File: src/rtl/rom_pkg.sv
// Shared types and widths for the program-ROM arbiter slice.
package rom_pkg;

   localparam int ROM_AW = 8;
   localparam int ROM_DW = 16;

   // Which requester the in-flight ROM read belongs to.
   typedef enum logic {OWN_A, OWN_B} rom_owner_t;

   typedef logic [ROM_DW-1:0] rom_word_t;

endpackage : rom_pkg

File: src/rtl/rom_arb_prio.sv
// Priority select between fetch (A) and data (B) requesters.
// A wins by default; once A has taken MAX_BURST grants in a row while B
// was waiting, B is forced through so data reads cannot starve.
module rom_arb_prio #(
   parameter int MAX_BURST = 4
) (
   input  logic       a_req,
   input  logic       b_req,
   input  logic [3:0] burst_cnt,
   output logic       a_win,
   output logic       b_win
);

   logic force_b;

   // Combinational winner select; at most one of a_win/b_win is ever set.
   always_comb begin
      force_b = b_req && (burst_cnt == 4'(MAX_BURST));
      a_win   = a_req && !force_b;
      b_win   = b_req && !a_win;
   end

endmodule : rom_arb_prio

File: src/rtl/rom_arbiter.sv
// Shares the single-port program ROM between instruction fetch (A) and
// data/debug readback (B). The ROM has a one-cycle registered read, so a
// grant in cycle T returns data on i_rom_rdata in cycle T+1; that data is
// steered to the granted port and also captured so each port holds its
// last read value until its next read completes.
module rom_arbiter
   import rom_pkg::*;
#(
   parameter int AW        = ROM_AW,
   parameter int DW        = ROM_DW,
   parameter int MAX_BURST = 4
) (
   input  logic          clk,
   input  logic          i_rst_n,
   input  logic          i_a_req,
   input  logic [AW-1:0] i_a_addr,
   output logic          o_a_gnt,
   output logic          o_a_rvalid,
   output logic [DW-1:0] o_a_rdata,
   input  logic          i_b_req,
   input  logic [AW-1:0] i_b_addr,
   output logic          o_b_gnt,
   output logic          o_b_rvalid,
   output logic [DW-1:0] o_b_rdata,
   output logic          o_rom_rd,
   output logic [AW-1:0] o_rom_raddr,
   input  logic [DW-1:0] i_rom_rdata,
   output logic          o_busy
);

   logic          a_win;
   logic          b_win;
   logic          inflight_q;
   rom_owner_t    owner_q;
   logic [3:0]    burst_cnt_q;
   logic [AW-1:0] last_addr_q;
   logic [DW-1:0] a_data_q;
   logic [DW-1:0] b_data_q;
   logic          a_done;
   logic          b_done;

   rom_arb_prio #(
      .MAX_BURST (MAX_BURST)
   ) u_prio (
      .a_req     (i_a_req),
      .b_req     (i_b_req),
      .burst_cnt (burst_cnt_q),
      .a_win     (a_win),
      .b_win     (b_win)
   );

   // Grants, ROM strobe/address and read-return steering.
   // NOTE: i_rst_n also gates the combinational grants and completions, so
   // nothing is issued during reset and a read whose data returns while
   // reset is asserted is dropped rather than delivered.
   always_comb begin
      o_a_gnt     = a_win & i_rst_n;
      o_b_gnt     = b_win & i_rst_n;
      o_rom_rd    = o_a_gnt | o_b_gnt;
      o_rom_raddr = o_a_gnt ? i_a_addr : (o_b_gnt ? i_b_addr : last_addr_q);

      a_done      = inflight_q && (owner_q == OWN_A) && i_rst_n;
      b_done      = inflight_q && (owner_q == OWN_B) && i_rst_n;
      o_a_rvalid  = a_done;
      o_b_rvalid  = b_done;
      o_a_rdata   = a_done ? i_rom_rdata : a_data_q;
      o_b_rdata   = b_done ? i_rom_rdata : b_data_q;
      o_busy      = inflight_q;
   end

   // In-flight stage, owner tag, held read data and the A burst counter.
   // NOTE: all state here uses non-blocking assignments so every register
   // samples the pre-edge values regardless of statement order.
   always_ff @(posedge clk) begin
      if (!i_rst_n) begin
         inflight_q  <= 1'b0;
         owner_q     <= OWN_A;
         burst_cnt_q <= '0;
         last_addr_q <= '0;
         a_data_q    <= '0;
         b_data_q    <= '0;
      end else begin
         inflight_q <= o_rom_rd;
         if (o_rom_rd) begin
            owner_q     <= o_b_gnt ? OWN_B : OWN_A;
            last_addr_q <= o_rom_raddr;
         end

         if (a_done) a_data_q <= i_rom_rdata;
         if (b_done) b_data_q <= i_rom_rdata;

         // Count only A grants that made B wait; any B grant or B going
         // idle restarts the burst window.
         if (!i_b_req || o_b_gnt) begin
            burst_cnt_q <= '0;
         end else if (o_a_gnt && (burst_cnt_q != 4'(MAX_BURST))) begin
            burst_cnt_q <= burst_cnt_q + 4'd1;
         end
      end
   end

endmodule : rom_arbiter

File: config.mk
export PLATFORM = sky130hd
export DESIGN_NAME = rom_arbiter
export DESIGN_NICKNAME = d
export VERILOG_FILES = /design/src/rtl/rom_pkg.sv /design/src/rtl/rom_arb_prio.sv /design/src/rtl/rom_arbiter.sv
export SDC_FILE = /design/constraint.sdc
export NUM_CORES = 1
export LEC_CHECK = 0
export ABC_AREA = 1
export BUFFER_PORTS_ARGS = -buffer_cell sky130_fd_sc_hd__clkbuf_2
export CAP_MARGIN = 25
export CORE_MARGIN = 2
export CORE_UTILIZATION = 40
export CTS_BUF_LIST = sky130_fd_sc_hd__clkbuf_8 sky130_fd_sc_hd__clkbuf_16
export DETAILED_ROUTE_END_ITERATION = 10
export GPL_TIMING_DRIVEN = 0
export HOLD_SLACK_MARGIN = 0.08
export PLACE_DENSITY_LB_ADDON = 0.1
export SLEW_MARGIN = 20
export SYNTH_ARGS = -nofsm -noshare
export SYNTH_HDL_FRONTEND = slang
export SYNTH_SLANG_ARGS = --single-unit
File: constraint.sdc
create_clock -name clk -period 2.1 [get_ports clk]
set_input_delay 0.63 -clock clk [delete_from_list [all_inputs] [get_ports clk]]
set_output_delay 0.63 -clock clk [all_outputs]
set_load 0.03 [all_outputs]
==> flow_summary.ini, run 1 <==
[power_and_ir_drop]
powerDensity_nw_per_um2 = 521
leakage_nw = 2.24
peakVddDrop_mv = 0.271

[worst_setup_path]
cpMaxStageDelayCell = or2_1
end_kind = primary output
crit_chain = buf_8 -> buf_6 -> nand3_4 -> inv_6 -> buf_6 -> or2_1 -> inv_2 -> a21oi_2 -> clkbuf_8
crit_type = in2out
slowest_delay_ps = 250
required_ps = 1470
crit_top_cell = buf_6
crit_path_start_kind = primary input
cp_top_family = buffers and inverters
crit_fanout = 5
worst_ep_arrival_time_ps = 1610
cp_num_buf_inv = 6

[floorplan]
rows = 27
die_w_um = 79.3
die_h_um = 79.3
ios = 82
initial_core_util_pct = 41.4
core_area_um2 = 5470
design.die.area_um2 = 6280

[cts]
htreeDepth = 2
cts_buffers = 5
postCtsHoldBufs = 0
cts.sinks = 46
clockRootBuffer = clkbuf_8
cts_tree = yes
clk_latency_ps = 290
path_clk_slew_ps = 80
clockBufferDepth = 2

[final_layout]
drive_gt1_share_pct = 63.2
n_fill_cell = 321
area.sequential_um2 = 926
diodes = 0
syn2layout_area_growth_pct = 94.9
multiInputGateArea_um2 = 1350
num-nets-final = 510
finalNonFillerCells = 545

[synth]
synthMuxAreaShare_pct = 0
yosys_warnings = 0
synth_cell_type_count = 28
synth_area_um2 = 2270
synth_top_family_by_area = simple AND/OR/NAND/NOR gates
yosys.area_share.adder_pct = 1.10
synthXorXnorAreaFrac_pct = 0.387
synth_fp_nets = 329
synth_cells = 291
ys_seq_area_share_pct = 40.6
synth-seq-cells = 46
synth_compound_area_share_pct = 17.6
synthSimpleGateAreaFrac_pct = 24.8
syn_avg_cell_area_um2 = 7.79

[min_path]
hold_path.class = reg2reg

[global_route]
grt_pass1_vias = 2530
grt-ovfl-total = 0
grt_pass1_wl_mm = 11.3
antenna_found_initial = 0
grt_max_degree = 14
grtUsageTotal_pct = 23.0

[detailed_routing]
routed_wl_mm = 7.53
drt_iter0_drc = 121
firstDrtPassIters = 4
drc_errors = 0
dr_total_vias = 2574
drtAntennaViolNets = 0
route.detailed.wl_per_inst_um = 13.8
routed_via_density = 4.72

[sta]
worst_slack_ps = -143
whs_ps = 517
finalSetupViolCount = 44
finClkSkew_ps = 4.32
period_minus_slack_ps = 2240
tightest_slew_ps = 638
rsz0062_at_grt = true
fmax_ghz = 0.446
hold_viol_final = 0
min_period_over_period_pct = 107
slew_violations = 0
max-slew-margin-rel_pct = 57.4

[place]
dp_slack_ps = -322
dp_hpwl_mm = 3.87
gp_congestion = 0.795
place_inst = 443
port_buffers = 80

[status]
failed_checks = setup timing
status = finished with violations

[flow_run]
maxCapViolCount = 0
[path summary, 6_finish.rpt]
kind	from	endpoint	slack, ps	cells past startpoint
setup reg to reg	owner_q$_SDFFE_PN0P_	a_data_q[7]$_SDFF_PN0_	-100	16
hold reg to reg	last_addr_q[4]$_SDFFE_PN0P_	last_addr_q[4]$_SDFFE_PN0P_	520	2
setup / recovery	i_rst_n	o_b_rdata[2]	-140	9
hold / removal	last_addr_q[4]$_SDFFE_PN0P_	last_addr_q[4]$_SDFFE_PN0P_	520	2
[metrics by stage]
| stage | area, µm² | utilization, % | total power [mW] | setup TNS, ps |
|---|---|---|---|---|
| 6_report | 4420 | 80.7 | 2.30 | -3740 |
| 5_1_grt | 4420 | 80.7 | 2.40 | -6800 |
| 4_1_cts | 4190 | 76.5 | 2.24 | -3570 |
| 3_5_place_dp | 2890 | 52.9 | 1.39 | -9460 |
| 3_3_place_gp | 2890 | 52.9 | 1.38 | -9170 |
| 2_1_floorplan | 2400 | - | 1.26 | -432 |
[cells in the mapped netlist, drive strengths merged]
| master | n | area (µm²) |
|---|---|---|
| nor2 | 22 | 90.1 |
| buf | 12 | 95.1 |
| a211oi | 16 | 190 |
| dfxtp | 46 | 921 |
| nand2 | 25 | 101 |
| clkbuf | 1 | 3.75 |
| nand3 | 19 | 105 |
| or2 | 32 | 200 |
| o211ai | 2 | 15.0 |
| xor2 | 1 | 8.76 |
| o21ai | 19 | 98.8 |
| ha | 2 | 25.0 |
| a21oi | 19 | 95.1 |
| nand4 | 8 | 65.1 |
| inv | 67 | 251 |
[report_power, final]
group	internal [mW]	total, mW	switching (mW)
logic	0.417	0.824	0.407
registers	0.911	0.925	0.0135
clock network	0.261	0.551	0.290
[logic make-up (layout without fill, tap and decap cells)]
group,Yosys count,in the layout
AND/OR/NAND/NOR,106,106
AO/OA/AOI/OAI,56,56
adder cells (fa/ha/maj),2,2
XOR/XNOR,1,1
flip-flops,46,46
buffers and inverters,80,262
[worst register-to-register path, cell delays in order (launching register included)]
cell     delay (ps)
dfxtp_2         350
inv_2            70
nand3_4         120
inv_6           100
buf_6           120
or2_0           110
o21ai_1          80
buf_4           150
buf_4           120
buf_4           120
buf_4           120
buf_4           120
buf_4           120
buf_4           120
buf_4           120
buf_4           120
nor2_1           90
[state kept, by name, summed over array words and instances, names as in the netlist]
name	count
last_addr_q	8
owner_q	1
burst_cnt_q	4
a_data_q	16
o_busy	1
b_data_q	16
[cell usage in the layout (no fill, tap or decap), types with 14 or more instances in the layout]
master,n
buf_4,88
inv_1,43
dfxtp_1,42
clkbuf_2,36
buf_8,25
clkbuf_8,25
nor2_1,21
nand2_1,20
or2_1,20
inv_2,19
nand3_2,15
a21oi_4,15
a211oi_2,14
[per-layer routing]
| metal | global-route usage (%) | vias up | wire (µm) |
|---|---|---|---|
| met5 | 0 | - | 0 |
| met4 | 6.90 | 0 | 54 |
| met3 | 4.66 | 6 | 372 |
| met2 | 42.5 | 85 | 4150 |
| met1 | 26.4 | 1203 | 2950 |
| li1 | - | 1280 | - |
[area by class of cell]
cell class,count,area share [%]
Buffer,13,3.00
Inverter,67,6.15
Clock buffer,6,1.87
Tap cell,72,2.04
Timing Repair Buffer,173,35.0
Multi-Input combinational cell,165,30.6
Clock inverter,2,0.198
Timing Repair inverter,1,0.142
Sequential cell,46,21.0
[what timing repair did]
item                                    in CTS  in global routing
cloned                                       3                  0
resized for setup                          177                 46
setup buffers                               76                 16
endpoints found under the setup margin      43                 47
pin swaps                                    7                 11
(Power assumes the default switching activity.)
==> run 2, diff against run 1 <==
--- a/config.mk
+++ b/config.mk
@@ -15,6 +15,7 @@
 export GPL_TIMING_DRIVEN = 0
 export HOLD_SLACK_MARGIN = 0.08
 export PLACE_DENSITY_LB_ADDON = 0.1
+export SETUP_SLACK_MARGIN = 0.15
 export SLEW_MARGIN = 20
 export SYNTH_ARGS = -nofsm -noshare
 export SYNTH_HDL_FRONTEND = slang
==> run 2 against run 1 <==
  * Critical path type unchanged
  * Critical path depth did not move
  * Power rose by 6.1%
  * Cell area rose by 3.2%
  * Via count fell by 3.1%
  * Sequential share of layout area fell by 0.59 points
  * First-iteration DRC count fell by 23%
  * Clock skew rose by 0.92 ps
  * Wire length rose by 1.5%
  * Register-to-register slack improved by 470 ps
  * The flow still finishes with violations (setup timing)
  * Global-route usage fell by 1.0 points
==> flow_summary.ini, run 2 (synthesis gave the netlist of run 1 again) <==
[worst_setup_path]
r2r_start = owner_q$_SDFFE_PN0P_
crit_type = in2out
timing.rr.end = a_data_q[14]$_SDFF_PN0_
r2r_slack_ps = 370
required_ps = 1470
end_kind = primary output
worst_ep_arrival_time_ps = 1590
crit_path_start_kind = primary input
crit_fanout = 6
worst_r2r_path_depth = 12

[sta]
finalSetupViolCount = 39
worst_slack_ps = -122
hold_viol_final = 0
min_period_over_period_pct = 106
slew_violations = 0
max-slew-margin-rel_pct = 60.8
finClkSkew_ps = 5.24
fmax_ghz = 0.450
setup_tns_ps = -2890
tightest_slew_ps = 588
period_minus_slack_ps = 2220
rsz0062_at_grt = true

[detailed_routing]
highest_layer = met4
drtAntennaViolNets = 0
wl_met1_mm = 2.94
dr_total_vias = 2494
routed_via_density = 4.78
drt_iter0_drc = 93
dr_wl_met3_um = 380
firstDrtPassIters = 4
drc_errors = 0
routed_wl_mm = 7.64
route.detailed.wl_per_inst_um = 14.6
wl_met2_mm = 4.28

[flow_run]
maxCapViolCount = 0

[cts]
clockBufferDepth = 2
clk_latency_ps = 300
cts_buffers = 5
clockRootBuffer = clkbuf_8
htreeDepth = 2
path_clk_slew_ps = 90
cts_tree = yes
cts.sinks = 46
postCtsHoldBufs = 0

[final_layout]
area.sequential_um2 = 928
layout_common_cells = 56 x buf_4, 49 x buf_8, 42 x dfxtp_1
multiInputGateArea_um2 = 1520
num-nets-final = 487
syn2layout_area_growth_pct = 101
n_fill_cell = 313
final_common_cell = buf_4
final_util_pct = 83.2
diodes = 0
drive_gt1_share_pct = 67.6
largestRegisters = a_data_q (16), b_data_q (16), last_addr_q (8)

[power_and_ir_drop]
pwr-share-comb_pct = 35.0
switchingPower_mw = 0.758
seqPwrFrac_pct = 37.9
leakage_nw = 2.18
pwr-share-clk_pct = 27.0
swShare_pct = 31.1
peakVddDrop_mv = 0.322
powerDensity_nw_per_um2 = 535
internal_power_mw = 1.68

[floorplan]
rows = 27
core_area_um2 = 5470
design.die.area_um2 = 6280
die_w_um = 79.3
initial_core_util_pct = 41.4
ios = 82
die_h_um = 79.3

[place]
dp_hpwl_mm = 3.97
port_buffers = 80
gp_congestion = 0.733

[global_route]
grt-ovfl-total = 0
grtUsageTotal_pct = 22.0
grt_pass1_wl_mm = 10.9
grt_max_degree = 15
antenna_found_initial = 0
grt_pass1_vias = 2422

[min_path]
worstHoldStart = last_addr_q[4]$_SDFFE_PN0P_
hold_path.class = reg2reg
hold_end = last_addr_q[4]$_SDFFE_PN0P_
hold_depth = 2

[status]
failed_checks = setup timing
status = finished with violations
[run 2: changes by cell type in the layout (fill, tap and decap cells not counted), moves of 6 or more]
| cell | change |
|---|---|
| or2_4 | +6 |
| buf_4 | -32 |
| buf_8 | +24 |
| o21ai_4 | +12 |
| clkbuf_8 | -18 |
| inv_2 | +14 |
| o21ai_2 | -6 |
| inv_1 | -17 |
[run 2: power by group through the flow]
stage	Sequential, mW	Clock [mW]	Combinational [mW]
6_report	0.925	0.659	0.855
4_1_cts	0.924	0.669	0.718
3_5_place_dp	0.942	0	0.485
3_3_place_gp	0.941	0	0.482
5_1_grt	0.928	0.709	0.902
2_1_floorplan	0.941	0	0.350
[run 2: layer usage]
metal / global-route usage [%] / vias to the layer above
li1: - / 1233
met1: 25.0 / 1189
met2: 40.6 / 70
met3: 4.66 / 2
met4: 6.90 / 0
met5: 0 / -
[run 2: through the flow]
step           total power [mW]  instances  setup slack (ps)  cell area (µm²)  hold WS, ps
2_1_floorplan              1.29        291              51.5             2580          469
3_3_place_gp               1.42        443              -258             3070          492
3_5_place_dp               1.43        443              -276             3070          496
4_1_cts                    2.31        506              -145             4200          532
5_1_grt                    2.54        522              -192             4560          562
6_report                   2.44        522              -122             4560          531
[run 2: cell type report]
type                       count  share of cell area [%]
multi-input combinational    166                    33.3
timing repair buffer         149                    32.5
sequential                    46                    20.4
inverter                      67                    6.07
buffer                        13                    3.19
tap                           72                    1.98
clock buffer                   5                    1.51
clock inverter                 3                   0.879
timing repair inverter         1                   0.192
[run 2: worst max-delay path: stages]
cell	delay, ps
buf_8	100
buf_8	120
nand3_4	70
inv_6	50
buf_8	120
or2_1	230
inv_2	80
a21oi_4	40
buf_8	130
[run 2: what timing repair did]
item | CTS | global route
setup buffers | 52 | 15
pin swaps | 8 | 11
gates cloned | 4 | 1
gates resized for setup | 162 | 90
endpoints found under the setup margin | 45 | 45
[run 2: worst max path at each step]
stage	start	cells past startpoint	end
final	i_rst_n	9	o_b_rdata[12]
after global routing	burst_cnt_q[1]$_SDFFE_PP0P_	9	o_rom_raddr[0]
after CTS	i_rst_n	9	o_b_rdata[2]
after detailed placement	i_rst_n	9	o_b_rdata[12]
after global placement	i_rst_n	9	o_b_rdata[13]
after floorplan	i_b_req	6	o_rom_raddr[0]
==> run 3, diff against run 2 <==
--- a/config.mk
+++ b/config.mk
@@ -5,15 +5,14 @@
 export SDC_FILE = /design/constraint.sdc
 export NUM_CORES = 1
 export LEC_CHECK = 0
-export ABC_AREA = 1
-export BUFFER_PORTS_ARGS = -buffer_cell sky130_fd_sc_hd__clkbuf_2
+export BUFFER_PORTS_ARGS = -buffer_cell sky130_fd_sc_hd__buf_4
 export CAP_MARGIN = 25
 export CORE_MARGIN = 2
 export CORE_UTILIZATION = 40
 export CTS_BUF_LIST = sky130_fd_sc_hd__clkbuf_8 sky130_fd_sc_hd__clkbuf_16
 export DETAILED_ROUTE_END_ITERATION = 10
 export GPL_TIMING_DRIVEN = 0
-export HOLD_SLACK_MARGIN = 0.08
+export HOLD_SLACK_MARGIN = 0.12
 export PLACE_DENSITY_LB_ADDON = 0.1
 export SETUP_SLACK_MARGIN = 0.15
 export SLEW_MARGIN = 20
==> run 3 against run 2 <==
  * Largest cell class is now multi-input combinational cells
  * Critical path depth down 2
  * The run still ends with setup timing left
  * Cell area down 24%
  * Highest routed layer unchanged
  * First-iteration DRC count down 32%
==> flow_summary.ini, run 3 <==
[sta]
finalSetupViolCount = 35
slew_violations = 0
rsz0062_at_grt = true
fmax_ghz = 0.410
finClkSkew_ps = 4.55
worst_slack_ps = -342
hold_viol_final = 0
period_minus_slack_ps = 2440
max-slew-margin-rel_pct = 68.1
setup_tns_ps = -3510
whs_ps = 491
tightest_slew_ps = 478
min_period_over_period_pct = 116

[global_route]
grt_pass1_vias = 1795
grt_max_degree = 14
antenna_found_initial = 0
grtUsageTotal_pct = 18.7
grt_pass1_wl_mm = 8.79
grt-ovfl-total = 0

[synth]
yosys_warnings = 0
synth_fp_nets = 229
synth_most_common_cell = dfxtp_1
synth_commonest_cells = 46 x dfxtp_1, 33 x and2_1, 18 x mux2_4
synth-seq-cells = 46
synthArstFlopShare_pct = 0
synth_top_area_share_pct = 44.1
yosys.area.top_type = dfxtp_1
synth_cells = 191
synth_area_um2 = 2090
syn_avg_cell_area_um2 = 10.9
ys.flop_type = dfxtp_1
synthTopCellsByArea = dfxtp_1 44%, mux2_4 13%, and2_1 9.9%, mux2_2 7.6%, a32oi_1 2.5%
synth_edf_count = 0
ys_seq_area_share_pct = 44.1
synth_cell_type_count = 31

[place]
port_buffers = 80
dp_hpwl_mm = 3.53
placed_area_um2 = 2840
gp_congestion = 0.757
dp_slack_ps = -423

[final_layout]
n_fill_cell = 412
layout_common_cells = 48 x buf_6, 44 x buf_4, 42 x dfxtp_1
final_cell_area_um2 = 3460
syn2layout_area_growth_pct = 65.9
drive_gt1_share_pct = 59.5
diodes = 0
num-nets-final = 332
largestRegisters = a_data_q (16), b_data_q (16), last_addr_q (8)
final_common_cell = buf_6

[detailed_routing]
firstDrtPassIters = 4
route.detailed.wl_per_inst_um = 15.2
dr_total_vias = 1821
drtAntennaViolNets = 0
drc_errors = 0
drt_iter0_drc = 63
routed_wl_mm = 5.54
routed_via_density = 5.00

[floorplan]
rows = 26
ios = 82
design.die.area_um2 = 5810
core_area_um2 = 5070
die_w_um = 76.2
die_h_um = 76.2
initial_core_util_pct = 41.1

[worst_setup_path]
crit_path_start_kind = register
cpMaxStageDelayCell = a221o_2
end_kind = primary output
crit_top_cell = buf_6
r2r_slack_ps = 450
crit_chain = inv_2 -> ha_4 -> and3b_1 -> buf_6 -> o21ba_4 -> a221o_2 -> buf_6
crit_fanout = 4
slowest_delay_ps = 350
worst_ep_arrival_time_ps = 1810
required_ps = 1470
crit_type = reg2out

[cts]
cts_tree = yes
path_clk_slew_ps = 80
clockBufferDepth = 2
clk_latency_ps = 300
htreeDepth = 2
clockRootBuffer = clkbuf_8
cts_buffers = 5
cts.sinks = 46

[flow_run]
maxCapViolCount = 0

[power_and_ir_drop]
leakage_nw = 1.65
finalPower_mw = 1.93
peakVddDrop_mv = 0.273
powerDensity_nw_per_um2 = 557

[status]
status = finished with violations
failed_checks = setup timing

[min_path]
hold_path.class = reg2reg
[run 3: cell types whose count changed in the layout (fill, tap and decap cells not counted), moves of 14 or more]
cell | previous run | this run
inv_1 | 26 | 3
a21oi_4 | 16 | 0
buf_8 | 49 | 2
a211oi_2 | 14 | 0
and2_1 | 0 | 32
nand2_1 | 21 | 2
or2_4 | 15 | 0
inv_2 | 33 | 3
clkbuf_2 | 34 | 0
or2_1 | 15 | 0
buf_6 | 13 | 48
mux2_4 | 0 | 32
nor2_1 | 21 | 5
[run 3: cell type report]
type	instances	area (µm²)	share of cell area (%)
buffer	11	116	3.36
clock buffer	5	68.8	1.99
clock inverter	2	10.0	0.289
inverter	8	37.5	1.08
multi-input combinational	126	1240	35.7
sequential	46	926	26.7
tap	70	87.6	2.53
timing repair buffer	96	978	28.3
[run 3: logic make-up after synthesis]
group           after synthesis  share of synthesized area [%]
xor+xnor                      2                          0.839
buf+inv                      19                           4.68
fa+ha+maj                     2                           1.20
compound gates               32                           11.3
mux                          32                           20.5
simple gates                 58                           17.3
flops                        46                           44.1
[run 3: repair_timing]
item | CTS | global route
hold buffers | 0 | 0
endpoints found under the setup margin | 45 | 44
pin swaps | 7 | 4
gates cloned | 2 | 0
setup buffers | 12 | 2
endpoints found under the hold margin | 0 | 0
gates resized for setup | 75 | 13
[run 3: worst max-delay path, delay by kind of cell (launching register included)]
kind,cells,cell delay (ps)
buffers and inverters,3,310
AO/OA/AOI/OAI,2,550
AND/OR/NAND/NOR,1,160
adder cells (fa/ha/maj),1,150
flip-flops,1,340
[run 3: metal layers]
| layer | vias to the layer above | global-route usage, % | part of all wire (%) |
|---|---|---|---|
| li1 | 869 | - | - |
| met1 | 881 | 22.8 | 43 |
| met2 | 64 | 33.2 | 50 |
| met3 | 7 | 4.74 | 5.9 |
| met4 | 0 | 4.36 | 0.85 |
| met5 | - | 0 | 0 |
[run 3: report_power, final]
part	internal, mW	leakage (nW)	switching, mW
logic	0.255	1.23	0.243
clock network	0.224	0.0438	0.292
registers	0.902	0.375	0.0141
total	1.38	1.65	0.549
[run 3: final timing paths]
path	startpoint	end	depth (start not counted)
hold reg to reg	owner_q$_SDFFE_PN0P_	owner_q$_SDFFE_PN0P_	2
setup / recovery	burst_cnt_q[0]$_SDFFE_PP0P_	o_rom_raddr[4]	7
hold / removal	owner_q$_SDFFE_PN0P_	owner_q$_SDFFE_PN0P_	2
setup reg to reg	burst_cnt_q[0]$_SDFFE_PP0P_	last_addr_q[0]$_SDFFE_PN0P_	8
[run 3: metrics by stage]
stage / cells / util (%)
4_1_cts: 362 / 66.4
5_1_grt: 364 / 68.2
6_report: 364 / 68.2
3_5_place_dp: 341 / 56.0
3_3_place_gp: 341 / 56.0
2_1_floorplan: 191 / -
